`src/rtl/uart_pkg.sv`:
```
// Shared UART definitions: default baud divisor, 8N1 frame constants,
// the 2-bit state encoding and a 2-of-3 majority helper. The transmitter can
// reuse the same package.
package uart_pkg;

    localparam int BAUD_DIV_DEFAULT = 1216;

    localparam int   DATA_BITS = 8;
    localparam logic START_LVL = 1'b0;
    localparam logic STOP_LVL  = 1'b1;

    typedef logic [1:0] uart_state_t;

    localparam uart_state_t ST_IDLE  = 2'd0;
    localparam uart_state_t ST_START = 2'd1;
    localparam uart_state_t ST_DATA  = 2'd2;
    localparam uart_state_t ST_STOP  = 2'd3;

    // 2-of-3 majority vote
    function automatic logic majority3(input logic a, input logic b, input logic c);
        return (a & b) | (a & c) | (b & c);
    endfunction

endpackage

```
`src/rtl/uart_rx_sync.sv`:
```
// Front end of the receiver. It brings the asynchronous rxd pin into the clock
// domain, flags falling edges and forms a 3-sample majority vote around the
// sample point. The vote covers the synchronised line one cycle before the
// tick, at the tick and one cycle after, so it is valid in the cycle after the tick.
module uart_rx_sync
    import uart_pkg::*;
#(
    parameter int SYNC_STAGES = 2
)(
    input  logic i_clk,
    input  logic i_rst,
    input  logic i_rxd,
    output logic o_rxd_s,
    output logic o_fall,
    output logic o_vote
);

    logic [SYNC_STAGES-1:0] r_sync;
    logic                   r_rxd_d;
    logic [1:0]             r_hist;

    // Synchroniser chain, edge-detect delay flop and sample history; all idle high
    always_ff @(posedge i_clk) begin
        if (i_rst) begin
            r_sync  <= '1;
            r_rxd_d <= 1'b1;
            r_hist  <= 2'b11;
        end else begin
            r_sync  <= {r_sync[SYNC_STAGES-2:0], i_rxd};
            r_rxd_d <= o_rxd_s;
            r_hist  <= {r_hist[0], o_rxd_s};
        end
    end

    assign o_rxd_s = r_sync[SYNC_STAGES-1];
    assign o_fall  = r_rxd_d & ~o_rxd_s;
    assign o_vote  = majority3(r_hist[1], r_hist[0], o_rxd_s);

endmodule

```
`src/rtl/uart_rx_module.sv`:
```
// 8N1 UART receiver. The receiver synchronises rxd, waits for the start-bit
// centre and samples each bit with a majority vote. It presents the byte
// with a one-cycle rx_flag, or flags a low stop bit with a one-cycle rx_err.
// It returns to IDLE at the stop-bit centre, so frames with no idle time
// between them are still received.
module uart_rx_module
    import uart_pkg::*;
#(
    parameter int BAUD_DIV    = BAUD_DIV_DEFAULT,
    parameter int HALF_DIV    = BAUD_DIV / 2,
    parameter int SYNC_STAGES = 2
)(
    input  logic       i_clk,
    input  logic       i_rst,
    input  logic       i_rxd,
    output logic [7:0] o_rx_data,
    output logic       o_rx_flag,
    output logic       o_rx_err,
    output logic       o_rx_busy
);

    localparam logic [15:0] HALF_LAST = 16'(HALF_DIV - 1);
    localparam logic [15:0] BAUD_LAST = 16'(BAUD_DIV - 1);
    localparam logic [2:0]  LAST_BIT  = 3'(DATA_BITS - 1);

    logic        w_fall;
    logic        w_vote;
    logic        w_rxd_s;
    logic        w_tick;
    uart_state_t r_state;
    uart_state_t w_next_state;
    logic [15:0] r_baud_cnt;
    logic [2:0]  r_bit_idx;
    logic [7:0]  r_shreg;
    logic [7:0]  r_rx_data;
    logic        r_rx_flag;
    logic        r_rx_err;
    logic        r_tick_d;

    uart_rx_sync #(
        .SYNC_STAGES (SYNC_STAGES)
    ) u_sync (
        .i_clk   (i_clk),
        .i_rst   (i_rst),
        .i_rxd   (i_rxd),
        .o_rxd_s (w_rxd_s),
        .o_fall  (w_fall),
        .o_vote  (w_vote)
    );

    // Sample tick: half a bit into START, a full bit period in DATA and STOP
    always_comb begin
        w_tick = 1'b0;
        case (r_state)
            ST_START: w_tick = (r_baud_cnt == HALF_LAST);
            ST_DATA,
            ST_STOP:  w_tick = (r_baud_cnt == BAUD_LAST);
            default:  w_tick = 1'b0;
        endcase
    end

    // State register
    always_ff @(posedge i_clk) begin
        if (i_rst) begin
            r_state <= ST_IDLE;
        end else begin
            r_state <= w_next_state;
        end
    end

    // Next-state logic; decisions are taken on the vote, one cycle after each tick
    always_comb begin
        w_next_state = r_state;
        case (r_state)
            ST_IDLE:  if (w_fall) w_next_state = ST_START;
            ST_START: if (r_tick_d) w_next_state = (w_vote == START_LVL) ? ST_DATA : ST_IDLE;
            ST_DATA:  if (r_tick_d && (r_bit_idx == LAST_BIT)) w_next_state = ST_STOP;
            ST_STOP:  if (r_tick_d) w_next_state = ST_IDLE;
            default:  w_next_state = ST_IDLE;
        endcase
    end

    // Output logic: busy for the whole frame, from start detection to the stop decision
    always_comb begin
        o_rx_busy = 1'b0;
        if (r_state != ST_IDLE) o_rx_busy = 1'b1;
    end

    // Bit timer, data shift register and result strobes. The counter is
    // loaded with 1 when DATA or STOP is entered because the vote cycle
    // has already used one cycle of the new bit. This keeps every sample
    // exactly one bit period after the previous one.
    always_ff @(posedge i_clk) begin
        if (i_rst) begin
            r_baud_cnt <= '0;
            r_bit_idx  <= '0;
            r_shreg    <= '0;
            r_rx_data  <= 8'h00;
            r_rx_flag  <= 1'b0;
            r_rx_err   <= 1'b0;
            r_tick_d   <= 1'b0;
        end else begin
            r_rx_flag <= 1'b0;
            r_rx_err  <= 1'b0;
            r_tick_d  <= w_tick;

            if (w_next_state != r_state) begin
                if ((w_next_state == ST_DATA) || (w_next_state == ST_STOP)) begin
                    r_baud_cnt <= 16'd1;
                end else begin
                    r_baud_cnt <= '0;
                end
            end else if (r_state == ST_IDLE) begin
                r_baud_cnt <= '0;
            end else if (w_tick && (r_state != ST_START)) begin
                r_baud_cnt <= '0;
            end else begin
                r_baud_cnt <= r_baud_cnt + 16'd1;
            end

            if (r_tick_d) begin
                case (r_state)
                    ST_START: begin
                        if (w_vote == START_LVL) r_bit_idx <= '0;
                    end
                    ST_DATA: begin
                        r_shreg   <= {w_vote, r_shreg[7:1]};
                        r_bit_idx <= r_bit_idx + 3'd1;
                    end
                    ST_STOP: begin
                        if (w_vote == STOP_LVL) begin
                            r_rx_data <= r_shreg;
                            r_rx_flag <= 1'b1;
                        end else begin
                            r_rx_err <= 1'b1;
                        end
                    end
                    default: ;
                endcase
            end
        end
    end

    assign o_rx_data = r_rx_data;
    assign o_rx_flag = r_rx_flag;
    assign o_rx_err  = r_rx_err;

endmodule

```
`config.mk`:
```
export PLATFORM = sky130hd
export DESIGN_NAME = uart_rx_module
export DESIGN_NICKNAME = d
export VERILOG_FILES = /design/src/rtl/uart_pkg.sv /design/src/rtl/uart_rx_sync.sv /design/src/rtl/uart_rx_module.sv
export SDC_FILE = /design/constraint.sdc
export NUM_CORES = 1
export LEC_CHECK = 0
export CORE_MARGIN = 8
export CORE_UTILIZATION = 40
export DETAILED_ROUTE_END_ITERATION = 8
export DONT_BUFFER_PORTS = 1
export PLACE_DENSITY = 0.55
export SYNTH_ARGS = -nofsm -noshare
export SYNTH_HDL_FRONTEND = slang
export SYNTH_SLANG_ARGS = --single-unit
```
`constraint.sdc`:
```
create_clock -name i_clk -period 4.6 [get_ports i_clk]
set_input_delay 0.46 -clock i_clk [delete_from_list [all_inputs] [get_ports i_clk]]
set_output_delay 0.46 -clock i_clk [all_outputs]
set_load 0.005 [all_outputs]
```
==> results by group, run 1 <==
Synth
  – Largest area contributor in the synthesized netlist: sky130_fd_sc_hd__dfxtp_1
  – Share of synthesized flip-flops with an asynchronous set or reset: 0%
  – Syn Nets: 205
  – Leading cell types by total area after synthesis: sky130_fd_sc_hd__dfxtp_1 49%, sky130_fd_sc_hd__nor2_1 6.7%, sky130_fd_sc_hd__nand2_1 5.5%
  – Commonest cells post-synth: 44 x sky130_fd_sc_hd__dfxtp_1, 32 x sky130_fd_sc_hd__nor2_1, 26 x sky130_fd_sc_hd__nand2_1
  – Number of flops mapped to enable cells by yosys: 0
  – Synth top area share: 49.3%
  – Unique masters post-synth: 35
  – Sequential element share of the synthesized area: 49.3%
  – Synth Instances: 199
  – Most frequently used flop master after synthesis: sky130_fd_sc_hd__dfxtp_1
  – Netlist Area Pre-Place: 1790 µm²
  – Per-instance average area after synthesis: 8.98 µm²
  – Post-synthesis register bit count: 44
  – Yosys warning total: 0
  – Most frequent cell after synthesis: sky130_fd_sc_hd__dfxtp_1

Worst setup path
  – CP Depth: 5
  – Highest cell delay on the worst timing path: 0.55 ns
  – Setup slack of the most critical reg-to-reg path: 2.62 ns
  – Worst reg2reg path endpoint: r_baud_cnt[0]
  – Crit path capture type: register
  – CP Launch Point: r_baud_cnt[0]
  – Cells traversed along the worst timing path: ha_1 > and4_2 > nand4_1 > o21ai_2 > o32ai_1
  – Endpoint of the most critical setup path: r_baud_cnt[0]
  – Crit Path Max Fanout: 16
  – Highest-delay cell along the critical path: sky130_fd_sc_hd__o21ai_2
  – Cell type group with the largest total delay on the critical path: compound AO/OA/AOI/OAI gates
  – Combined buffer and inverter count along the critical path: 0
  – Depth of the most critical reg-to-reg path: 5
  – RR Startpoint: r_baud_cnt[0]
  – Crit path launch type: register
  – Arrival time at the worst endpoint: 2.11 ns
  – Worst EP required: 4.73 ns
  – Category of the most critical setup path: register to register

Detailed routing
  – Vias after detailed routing: 1,313
  – Detailed-router iteration count before antenna repair: 4
  – Starting DRT DRC Count: 51
  – Remaining routing DRC violations: 0
  – Residual antenna-violating net count after detailed routing: 0
  – Vias per Instance: 5.27
  – Sum of routed wire length over all layers: 3.26 mm
  – Mean routed wirelength per cell: 13.1 µm

Floorplanning
  – Total I/O pin count: 14
  – Die X: 82.8 µm
  – Site Rows: 24
  – Starting utilization of the core area: 41.3%
  – Die boundary height: 82.8 µm
  – Total die area: 6860 µm²
  – Floorplan Core Area: 4320 µm²

STA
  – PnR worst setup slack: 2.62 ns
  – Number of failing setup endpoints in the final timing report: 0
  – Setup TNS: 0 ns
  – Transition time at the pin with the least slew margin: 0.648 ns
  – Peak Freq: 504 MHz
  – Number of hold violations in the final report: 0
  – Final max-slew violation count: 0
  – Unrepaired setup endpoints after global routing: no
  – Setup skew after layout: 0.00978 ns
  – Relative slew slack: 56.8%
  – Final period utilization: 43.1%
  – Clock period minus final worst setup slack: 1.98 ns

Clock tree
  – Root Buffer: sky130_fd_sc_hd__clkbuf_8
  – Clock buffers created by TritonCTS: 5
  – H-tree level count: 2
  – Number of buffers inserted for hold repair after clock tree synthesis: 0
  – Number of sinks handled by clock tree synthesis: 44
  – Clock transition time at the flip-flop clock pins of the worst setup and hold paths: 0.08 ns
  – Clock tree from TritonCTS: built
  – Longest Clk Path Bufs: 2
  – Insertion delay to the later sink of the worst-skew pair: 0.29 ns
  – Number of buffers added for setup after CTS: 0
  – CTS resizes: 0

Global route
  – Maximum number of pins on one net before global-route repair: 29
  – Global route overflow: 0
  – First-pass GRT wire length: 5.62 mm
  – Global-route usage over all layers: 9.60%
  – Initial antenna violation count: 0
  – Number of global-route vias before repair: 1,255

Placement
  – Routability cong.: 0.757
  – HPWL after DPL: 2.35 mm
  – Post-placement setup slack: 2.65 ns
  – Number of buffers added on ports: 0

Min path
  – Worst Hold Class: input pin to register

Flow run
  – Count of maximum capacitance violations: 0

Pwr
  – Total chip power: 0.726 mW
  – Leakage power of the design: 0.687 nW
  – Peak supply drop: 0.113 mV
  – Power density cells: 374 nW/µm²

Finish
  – Number of nets in the finished design: 203
  – Antenna cell count: 0
  – Layout cell share with drive strength beyond 1: 9.64%
  – Signed area change from the synthesized netlist to the final layout: 8.68%

Status
  – Run status: complete, no violations
final cells by class:
class                      instances  area (µm²)
clock buffer                       5        68.8
tap                               52        65.1
inverter                           4        15.0
fill                             440        2380
multi-input combinational        142         852
sequential                        44         881
clock inverter                     2        60.1
cells in the final DEF, fill, tap and decap left out, types with 2 or more instances in the layout:
master and n:
sky130_fd_sc_hd__mux2i_1 8, sky130_fd_sc_hd__nor2_1 32, sky130_fd_sc_hd__nor4_1 4, sky130_fd_sc_hd__dfxtp_1 44
sky130_fd_sc_hd__clkbuf_8 5, sky130_fd_sc_hd__xor2_1 5, sky130_fd_sc_hd__nand4_1 7, sky130_fd_sc_hd__nand2_1 26
sky130_fd_sc_hd__a21oi_1 10, sky130_fd_sc_hd__ha_1 3, sky130_fd_sc_hd__or2_2 5, sky130_fd_sc_hd__xnor2_1 9
sky130_fd_sc_hd__inv_1 4, sky130_fd_sc_hd__nand3_1 5, sky130_fd_sc_hd__a22oi_1 2, sky130_fd_sc_hd__nor2b_1 2
sky130_fd_sc_hd__bufinv_16 2, sky130_fd_sc_hd__nor3_1 6, sky130_fd_sc_hd__nor4b_1 2
layer usage:
| metal | wire (µm) | share of wire (%) | global-route usage, % | vias up |
|---|---|---|---|---|
| met1 | 1460 | 45 | 10.1 | 601 |
| met4 | 75 | 2.3 | 5.43 | 0 |
| met3 | 184 | 5.6 | 3.32 | 8 |
| li1 | - | - | - | 677 |
| met2 | 1530 | 47 | 16.3 | 27 |
| met5 | 0 | 0 | 0 | - |
registers in the layout, summed over array words and instances (netlist names):
signal and count:
o_rx_data 8, r_bit_idx 3, r_tick_d 1, o_rx_flag 1
r_state 2, r_shreg 8, r_baud_cnt 16, o_rx_err 1
u_sync.r_sync 2, u_sync.r_hist 2
power by group:
group | switching [mW] | total, mW | internal (mW)
clock | 0.121 | 0.335 | 0.214
sequential | 0.00175 | 0.384 | 0.383
combinational | 0.00434 | 0.00716 | 0.00282
worst reg2reg max path, cell delays in order, from the launching register on:
cell	delay, ns
sky130_fd_sc_hd__dfxtp_1	0.42
sky130_fd_sc_hd__ha_1	0.25
sky130_fd_sc_hd__and4_2	0.28
sky130_fd_sc_hd__nand4_1	0.12
sky130_fd_sc_hd__o21ai_2	0.55
sky130_fd_sc_hd__o32ai_1	0.21
cell families after synthesis:
kind of cell,after synthesis,share of synthesized area (%)
and+or+nand+nor,97,26.8
muxes,8,4.48
xor gates and xnor gates,14,6.86
AOI/OAI and AO/OA,19,6.86
adders and majority gates,4,2.66
DFF,44,49.3
buffers and inverters,13,3.01
how the worst min path moves through the flow:
stage / startpoint / end / cells after the start
detailed placement: u_sync.r_sync[0] / u_sync.r_sync[1] / 1
global placement: u_sync.r_sync[0] / u_sync.r_sync[1] / 1
global route: i_rst / o_rx_data[6] / 1
CTS: i_rst / r_shreg[5] / 1
finish: i_rst / r_shreg[5] / 1
floorplan: u_sync.r_sync[0] / u_sync.r_sync[1] / 1
metrics by stage:
| stage | cell area (µm²) | utilization [%] | hold slack (ns) | instances |
|---|---|---|---|---|
| final | 1940 | 44.9 | 0.234 | 249 |
| after global routing | 1940 | 44.9 | 0.219 | 249 |
| after CTS | 1940 | 44.9 | 0.216 | 249 |
| after detailed placement | 1810 | 41.9 | 0.396 | 242 |
| after global placement | 1810 | 41.9 | 0.396 | 242 |
| after floorplan | 1790 | - | 0.389 | 199 |
(Power assumes the default switching activity.)
==> inputs of run 2 (changes only) <==
Settings changed: ABC_AREA from default to 1, PLACE_DENSITY 0.55 to 0.57.
Clock period 4.6 ns to 1.8 ns, I/O delays scaled along.
==> results by group, run 2 <==
Status
  – Run status: complete, no violations

STA
  – Setup TNS: 0 ns
  – Clock period minus final worst setup slack: 1.57 ns
  – Number of failing setup endpoints in the final timing report: 0
  – Final period utilization: 87.2%
  – Transition time at the pin with the least slew margin: 0.344 ns
  – Relative slew slack: 77.1%
  – Number of hold violations in the final report: 0
  – PnR worst setup slack: 0.231 ns
  – Setup skew after layout: 0.0101 ns
  – Unrepaired setup endpoints after global routing: no
  – Peak Freq: 637 MHz
  – Final max-slew violation count: 0
  – Hold slack final: 0.199 ns

Synth
  – Xor and xnor area share after synthesis: 4.63%
  – Leading cell types by total area after synthesis: sky130_fd_sc_hd__dfxtp_1 47%, sky130_fd_sc_hd__nand2_1 10%, sky130_fd_sc_hd__inv_1 6.4%
  – Post-synthesis compound-gate area fraction: 9.53%
  – Most frequently used flop master after synthesis: sky130_fd_sc_hd__dfxtp_1
  – Synth top area share: 46.6%
  – Number of flops mapped to enable cells by yosys: 0
  – Simple-gate area share of the yosys netlist: 28.4%
  – Largest area contributor in the synthesized netlist: sky130_fd_sc_hd__dfxtp_1
  – Yosys warning total: 0
  – Unique masters post-synth: 22
  – Post-synthesis share of cell area spent on full adders, half adders and majority gates: 1.99%
  – Main combinational cell family by area after synthesis: simple AND/OR/NAND/NOR gates
  – Synth Instances: 253
  – Share of synthesized flip-flops with an asynchronous set or reset: 0%
  – Syn Nets: 259
  – Sequential element share of the synthesized area: 46.6%
  – Netlist Area Pre-Place: 1890 µm²
  – Commonest cells post-synth: 51 x sky130_fd_sc_hd__nand2_1, 44 x sky130_fd_sc_hd__dfxtp_1, 32 x sky130_fd_sc_hd__inv_1
  – Portion of netlist area occupied by mux cells: 0%
  – Most frequent cell after synthesis: sky130_fd_sc_hd__nand2_1
  – Post-synthesis register bit count: 44
  – Per-instance average area after synthesis: 7.47 µm²

Finish
  – Most used cells in the layout excluding fill and tap cells: 51 x sky130_fd_sc_hd__nand2_1, 44 x sky130_fd_sc_hd__dfxtp_1, 32 x sky130_fd_sc_hd__inv_1, 30 x sky130_fd_sc_hd__nor2_1, 19 x sky130_fd_sc_hd__o21ai_0
  – Post-layout instance count excluding filler cells: 316
  – Leading cell type in the layout, fill and taps excluded: sky130_fd_sc_hd__nand2_1
  – Antenna cell count: 0
  – Top register by number of flip-flops: r_baud_cnt
  – Number of nets in the finished design: 267
  – Fillers: 475
  – Layout cell share with drive strength beyond 1: 12.6%
  – Signed area change from the synthesized netlist to the final layout: 11.0%
  – Area taken by flip-flops and latches: 881 µm²
  – Combined area of the multi-input logic cells: 847 µm²
  – Max reg flops: 16

Detailed routing
  – Sum of routed wire length over all layers: 3.51 mm
  – Mean routed wirelength per cell: 11.1 µm
  – Starting DRT DRC Count: 92
  – Remaining routing DRC violations: 0
  – Detailed-router iteration count before antenna repair: 4
  – Vias per Instance: 4.69
  – Vias after detailed routing: 1,481
  – Residual antenna-violating net count after detailed routing: 0

Global route
  – Busiest grt layer: met2
  – Grt met3 use: 3.51%
  – First-pass GRT wire length: 6.00 mm
  – Number of global-route vias before repair: 1,292
  – Initial antenna violation count: 0
  – GRT met1 Usage: 13.3%
  – Global route overflow: 0
  – Global-route usage over all layers: 10.4%
  – Met2 usage: 15.2%
  – Maximum number of pins on one net before global-route repair: 21

Clock tree
  – Clock transition time at the flip-flop clock pins of the worst setup and hold paths: 0.08 ns
  – Number of sinks handled by clock tree synthesis: 44
  – H-tree level count: 2
  – Insertion delay to the later sink of the worst-skew pair: 0.29 ns
  – Clock tree from TritonCTS: built
  – Longest Clk Path Bufs: 2
  – Root Buffer: sky130_fd_sc_hd__clkbuf_8
  – Clock buffers created by TritonCTS: 5

Flow run
  – Count of maximum capacitance violations: 0

Worst setup path
  – Highest cell delay on the worst timing path: 0.37 ns
  – Depth of the most critical reg-to-reg path: 8
  – Worst reg2reg path endpoint: r_baud_cnt[12]
  – Crit path capture type: register
  – Highest-delay cell along the critical path: sky130_fd_sc_hd__dfxtp_1
  – Worst EP required: 1.97 ns
  – Crit Path Max Fanout: 15
  – Crit path launch type: register
  – Arrival time at the worst endpoint: 1.74 ns
  – Cells traversed along the worst timing path: ha_1 > nand2_1 > nor2_2 > nand2_1 > nor2_1 > nand4_1 > nand2_4 > nor2_1
  – Setup slack of the most critical reg-to-reg path: 0.23 ns
  – Category of the most critical setup path: register to register
  – RR Startpoint: r_baud_cnt[0]

Pwr
  – Clock power share: 43.6%
  – Power density cells: 862 nW/µm²
  – Net Switching: 0.364 mW
  – Share of total power in sequential cells: 54.2%
  – Peak supply drop: 0.448 mV
  – Internal portion of total power: 1.44 mW
  – Comb power frac: 2.2%
  – Leakage power of the design: 0.806 nW
  – Sw Share: 20.1%

Floorplanning
  – Floorplan Core Area: 4630 µm²
  – Site Rows: 25
  – Die boundary height: 84.8 µm
  – Die X: 84.8 µm
  – Total die area: 7180 µm²
  – Starting utilization of the core area: 40.8%
  – Total I/O pin count: 14

Placement
  – Routability cong.: 0.743
  – Post-placement setup slack: 0.131 ns
  – Count of placed standard cells including taps: 306
  – Number of buffers added on ports: 0
  – HPWL after DPL: 2.50 mm

Min path
  – Hold-critical path depth: 5
  – Critical hold path startpoint: i_rst
  – Worst Hold Class: input pin to register
  – Hold Crit Endpoint: r_baud_cnt[0]
## run 2: changes by cell type after synthesis, moves of 5 or more
cell,before,now
sky130_fd_sc_hd__a21oi_1,10,16
sky130_fd_sc_hd__inv_1,4,32
sky130_fd_sc_hd__nor2_2,0,13
sky130_fd_sc_hd__xnor2_1,9,4
sky130_fd_sc_hd__nand3_1,5,15
sky130_fd_sc_hd__o21ai_0,0,19
sky130_fd_sc_hd__nand2_1,26,51
sky130_fd_sc_hd__mux2i_1,8,0
## run 2: worst max path at each step
stage / from / end / slack, ns / depth (start not counted)
3_5_place_dp: r_baud_cnt[0] / r_baud_cnt[12] / 0.13 / 8
4_1_cts: r_baud_cnt[0] / r_baud_cnt[12] / 0.12 / 8
6_report: r_baud_cnt[0] / r_baud_cnt[12] / 0.23 / 8
2_1_floorplan: r_baud_cnt[0] / r_baud_cnt[3] / 0.34 / 9
3_3_place_gp: r_baud_cnt[0] / r_baud_cnt[10] / 0.22 / 8
5_1_grt: r_state[0] / o_rx_data[4] / 0.06 / 6
## run 2: worst max-delay path, delay by kind of cell, from the launching register on
kind / cells / cell delay (ns)
simple gates: 7 / 0.89
fa+ha+maj: 1 / 0.19
flops: 1 / 0.37
## run 2: kinds of logic (layout without fill, tap and decap cells)
kind of cell	after synthesis	count (layout)
flops	44	44
xor+xnor	10	10
compound gates	36	36
simple gates	121	121
buf+inv	39	48
fa+ha+maj	3	3
## run 2: area by class of cell
cell class                 instances  area share [%]
clock buffer                       6            3.94
clock inverter                     2            1.85
inverter                          33            5.90
multi-input combinational        170            40.4
sequential                        44            42.0
tap                               54            3.22
timing repair buffer               7            2.74
## run 2: repair_timing
action / CTS / global route
hold buffers: 2 / 0
resized for setup: 0 / 1
endpoints found under the setup margin: 0 / 1
buffers inserted: 0 / 0
endpoints found under the hold margin: 8 / 0
## run 2: power by group through the flow
stage	clock network, mW	registers, mW	logic, mW
global route	0.858	0.982	0.0457
global placement	0	1.00	0.0342
detailed placement	0	1.00	0.0342
floorplan	0	1.00	0.0312
CTS	0.813	0.981	0.0402
finish	0.788	0.981	0.0401
## run 2: stage by stage
stage	instance area, µm²	utilization, %	power [mW]
final	2100	45.3	1.81
after global routing	2100	45.3	1.88
after CTS	2090	45.2	1.83
after detailed placement	1950	42.2	1.04
after global placement	1950	42.2	1.04
after floorplan	1890	-	1.03
## run 2: routing by layer
metal,up-vias,wire length (µm)
met4,0,69
met5,-,0
met2,20,1520
li1,807,-
met3,8,141
met1,646,1780
==> inputs of run 3 (changes only) <==
Settings changed: ABC_AREA 1 to default.
==> results by group, run 3 (synthesis gave the netlist of run 1 again) <==
Status
  – Run status: complete, no violations

Placement
  – Post-placement setup slack: 0.161 ns
  – HPWL after DPL: 2.37 mm
  – Routability cong.: 0.798
  – Count of placed standard cells including taps: 245
  – Number of buffers added on ports: 0

Floorplanning
  – Total I/O pin count: 14
  – Die boundary height: 82.8 µm
  – Die X: 82.8 µm
  – Starting utilization of the core area: 41.3%
  – Total die area: 6860 µm²
  – Floorplan Core Area: 4320 µm²
  – Site Rows: 24

Clock tree
  – Number of buffers added for setup after CTS: 0
  – Insertion delay to the later sink of the worst-skew pair: 0.29 ns
  – Clock transition time at the flip-flop clock pins of the worst setup and hold paths: 0.08 ns
  – Number of sinks handled by clock tree synthesis: 44
  – Clock tree from TritonCTS: built
  – Longest Clk Path Bufs: 2
  – H-tree level count: 2
  – Root Buffer: sky130_fd_sc_hd__clkbuf_8
  – Clock buffers created by TritonCTS: 5

Finish
  – Number of nets in the finished design: 209
  – Most used cells in the layout excluding fill and tap cells: 44 x sky130_fd_sc_hd__dfxtp_1, 32 x sky130_fd_sc_hd__nor2_1, 26 x sky130_fd_sc_hd__nand2_1, 10 x sky130_fd_sc_hd__a21oi_1, 9 x sky130_fd_sc_hd__xnor2_1
  – Top register by number of flip-flops: r_baud_cnt
  – Post-layout instance count excluding filler cells: 256
  – Layout cell share with drive strength beyond 1: 10.8%
  – Final Core Density: 45.3%
  – Leading cell type in the layout, fill and taps excluded: sky130_fd_sc_hd__dfxtp_1
  – Max reg flops: 16
  – Signed area change from the synthesized netlist to the final layout: 9.66%
  – Antenna cell count: 0

STA
  – Clock period minus final worst setup slack: 1.67 ns
  – Number of failing setup endpoints in the final timing report: 0
  – Transition time at the pin with the least slew margin: 0.781 ns
  – Unrepaired setup endpoints after global routing: no
  – Relative slew slack: 47.8%
  – PnR worst setup slack: 0.127 ns
  – Setup skew after layout: 0.00369 ns
  – Final period utilization: 93.0%
  – Final max-slew violation count: 0
  – Setup TNS: 0 ns
  – Number of hold violations in the final report: 0
  – Peak Freq: 598 MHz

Pwr
  – Leakage power of the design: 0.692 nW
  – Power density cells: 841 nW/µm²
  – Peak supply drop: 0.599 mV

Min path
  – Worst Hold Class: input pin to register
  – Critical hold path startpoint: i_rst
  – Hold-critical path depth: 2
  – Hold Crit Endpoint: r_bit_idx[2]

Worst setup path
  – Worst EP required: 2.03 ns
  – Category of the most critical setup path: register to register
  – Combined buffer and inverter count along the critical path: 0
  – RR Startpoint: r_baud_cnt[5]
  – Worst reg2reg path endpoint: r_baud_cnt[13]
  – CP Depth: 4
  – Highest-delay cell along the critical path: sky130_fd_sc_hd__or4_4
  – Cell type group with the largest total delay on the critical path: simple AND/OR/NAND/NOR gates
  – Cells traversed along the worst timing path: nand4_2 > or2_4 > or4_4 > a21oi_2
  – Crit Path Max Fanout: 7
  – Arrival time at the worst endpoint: 1.90 ns
  – Crit path launch type: register
  – Highest cell delay on the worst timing path: 0.51 ns
  – Setup slack of the most critical reg-to-reg path: 0.13 ns
  – Crit path capture type: register
  – Depth of the most critical reg-to-reg path: 4

Global route
  – First-pass GRT wire length: 5.64 mm
  – Maximum number of pins on one net before global-route repair: 25
  – Global route overflow: 0
  – Number of global-route vias before repair: 1,285
  – Initial antenna violation count: 0
  – Global-route usage over all layers: 9.54%

Detailed routing
  – Starting DRT DRC Count: 74
  – Residual antenna-violating net count after detailed routing: 0
  – Mean routed wirelength per cell: 12.9 µm
  – Vias per Instance: 5.19
  – Remaining routing DRC violations: 0
  – Vias after detailed routing: 1,329
  – Detailed-router iteration count before antenna repair: 4
  – Sum of routed wire length over all layers: 3.30 mm

Flow run
  – Count of maximum capacitance violations: 0
==> run 3: changes by cell type in the layout (fill, tap and decap cells not counted), sizes merged, moves of 5 or more <==
cell / previous run / this run
mux2i: 0 / 8
xnor2: 4 / 9
inv: 33 / 4
nand2: 53 / 26
nand4: 3 / 8
nand3: 15 / 6
o21ai: 20 / 1
a21oi: 16 / 11
nor2: 44 / 32
==> run 3: repair_timing <==
item / CTS / global route
gates resized for setup: 0 / 0
hold buffers: 3 / 0
hold endpoints to repair: 24 / 0
==> run 3: metrics by stage <==
step	hold slack [ns]	power, mW	instance area [µm²]
3_5_place_dp	0.257	1.03	1840
2_1_floorplan	0.284	1.03	1790
3_3_place_gp	0.256	1.02	1840
5_1_grt	0.0776	1.71	1960
4_1_cts	0.0684	1.67	1960
6_report	0.0750	1.65	1960
==> run 3: layout make-up <==
cell class              instances  area (µm²)
fillers                       434        2360
flip-flops and latches         44         881
multi-input cells             142         852
clock buffers                   7        86.3
well taps                      52        65.1
repair buffers                  6        52.6
inverters                       4        15.0
clock inverters                 1        7.51
==> run 3: worst max path at each step <==
stage	startpoint	end	slack, ns
finish	r_baud_cnt[5]	r_baud_cnt[13]	0.13
global route	r_baud_cnt[5]	r_baud_cnt[13]	0.07
CTS	r_baud_cnt[5]	r_baud_cnt[13]	0.13
detailed placement	r_baud_cnt[5]	r_baud_cnt[13]	0.16
global placement	r_baud_cnt[5]	r_baud_cnt[13]	0.19
floorplan	r_baud_cnt[0]	r_baud_cnt[10]	0.21
==> run 3: worst register-to-register path: stages (launching register included) <==
cell and delay, ns:
sky130_fd_sc_hd__dfxtp_1 0.47, sky130_fd_sc_hd__nand4_2 0.19, sky130_fd_sc_hd__or2_4 0.29, sky130_fd_sc_hd__or4_4 0.51, sky130_fd_sc_hd__a21oi_2 0.14
==> run 3: routing by layer <==
layer / vias to the layer above / wire, µm / global-route usage [%]
met5: - / 0 / 0
met2: 25 / 1670 / 17.0
met1: 616 / 1440 / 9.99
met4: 0 / 32 / 3.83
li1: 683 / - / -
met3: 5 / 160 / 3.13
==> run 3: report_power, final <==
group          total [mW]  internal (mW)  switching [mW]
clock network       0.634          0.312           0.322
logic              0.0320         0.0132          0.0188
registers           0.982          0.977         0.00471
total                1.65           1.30           0.345
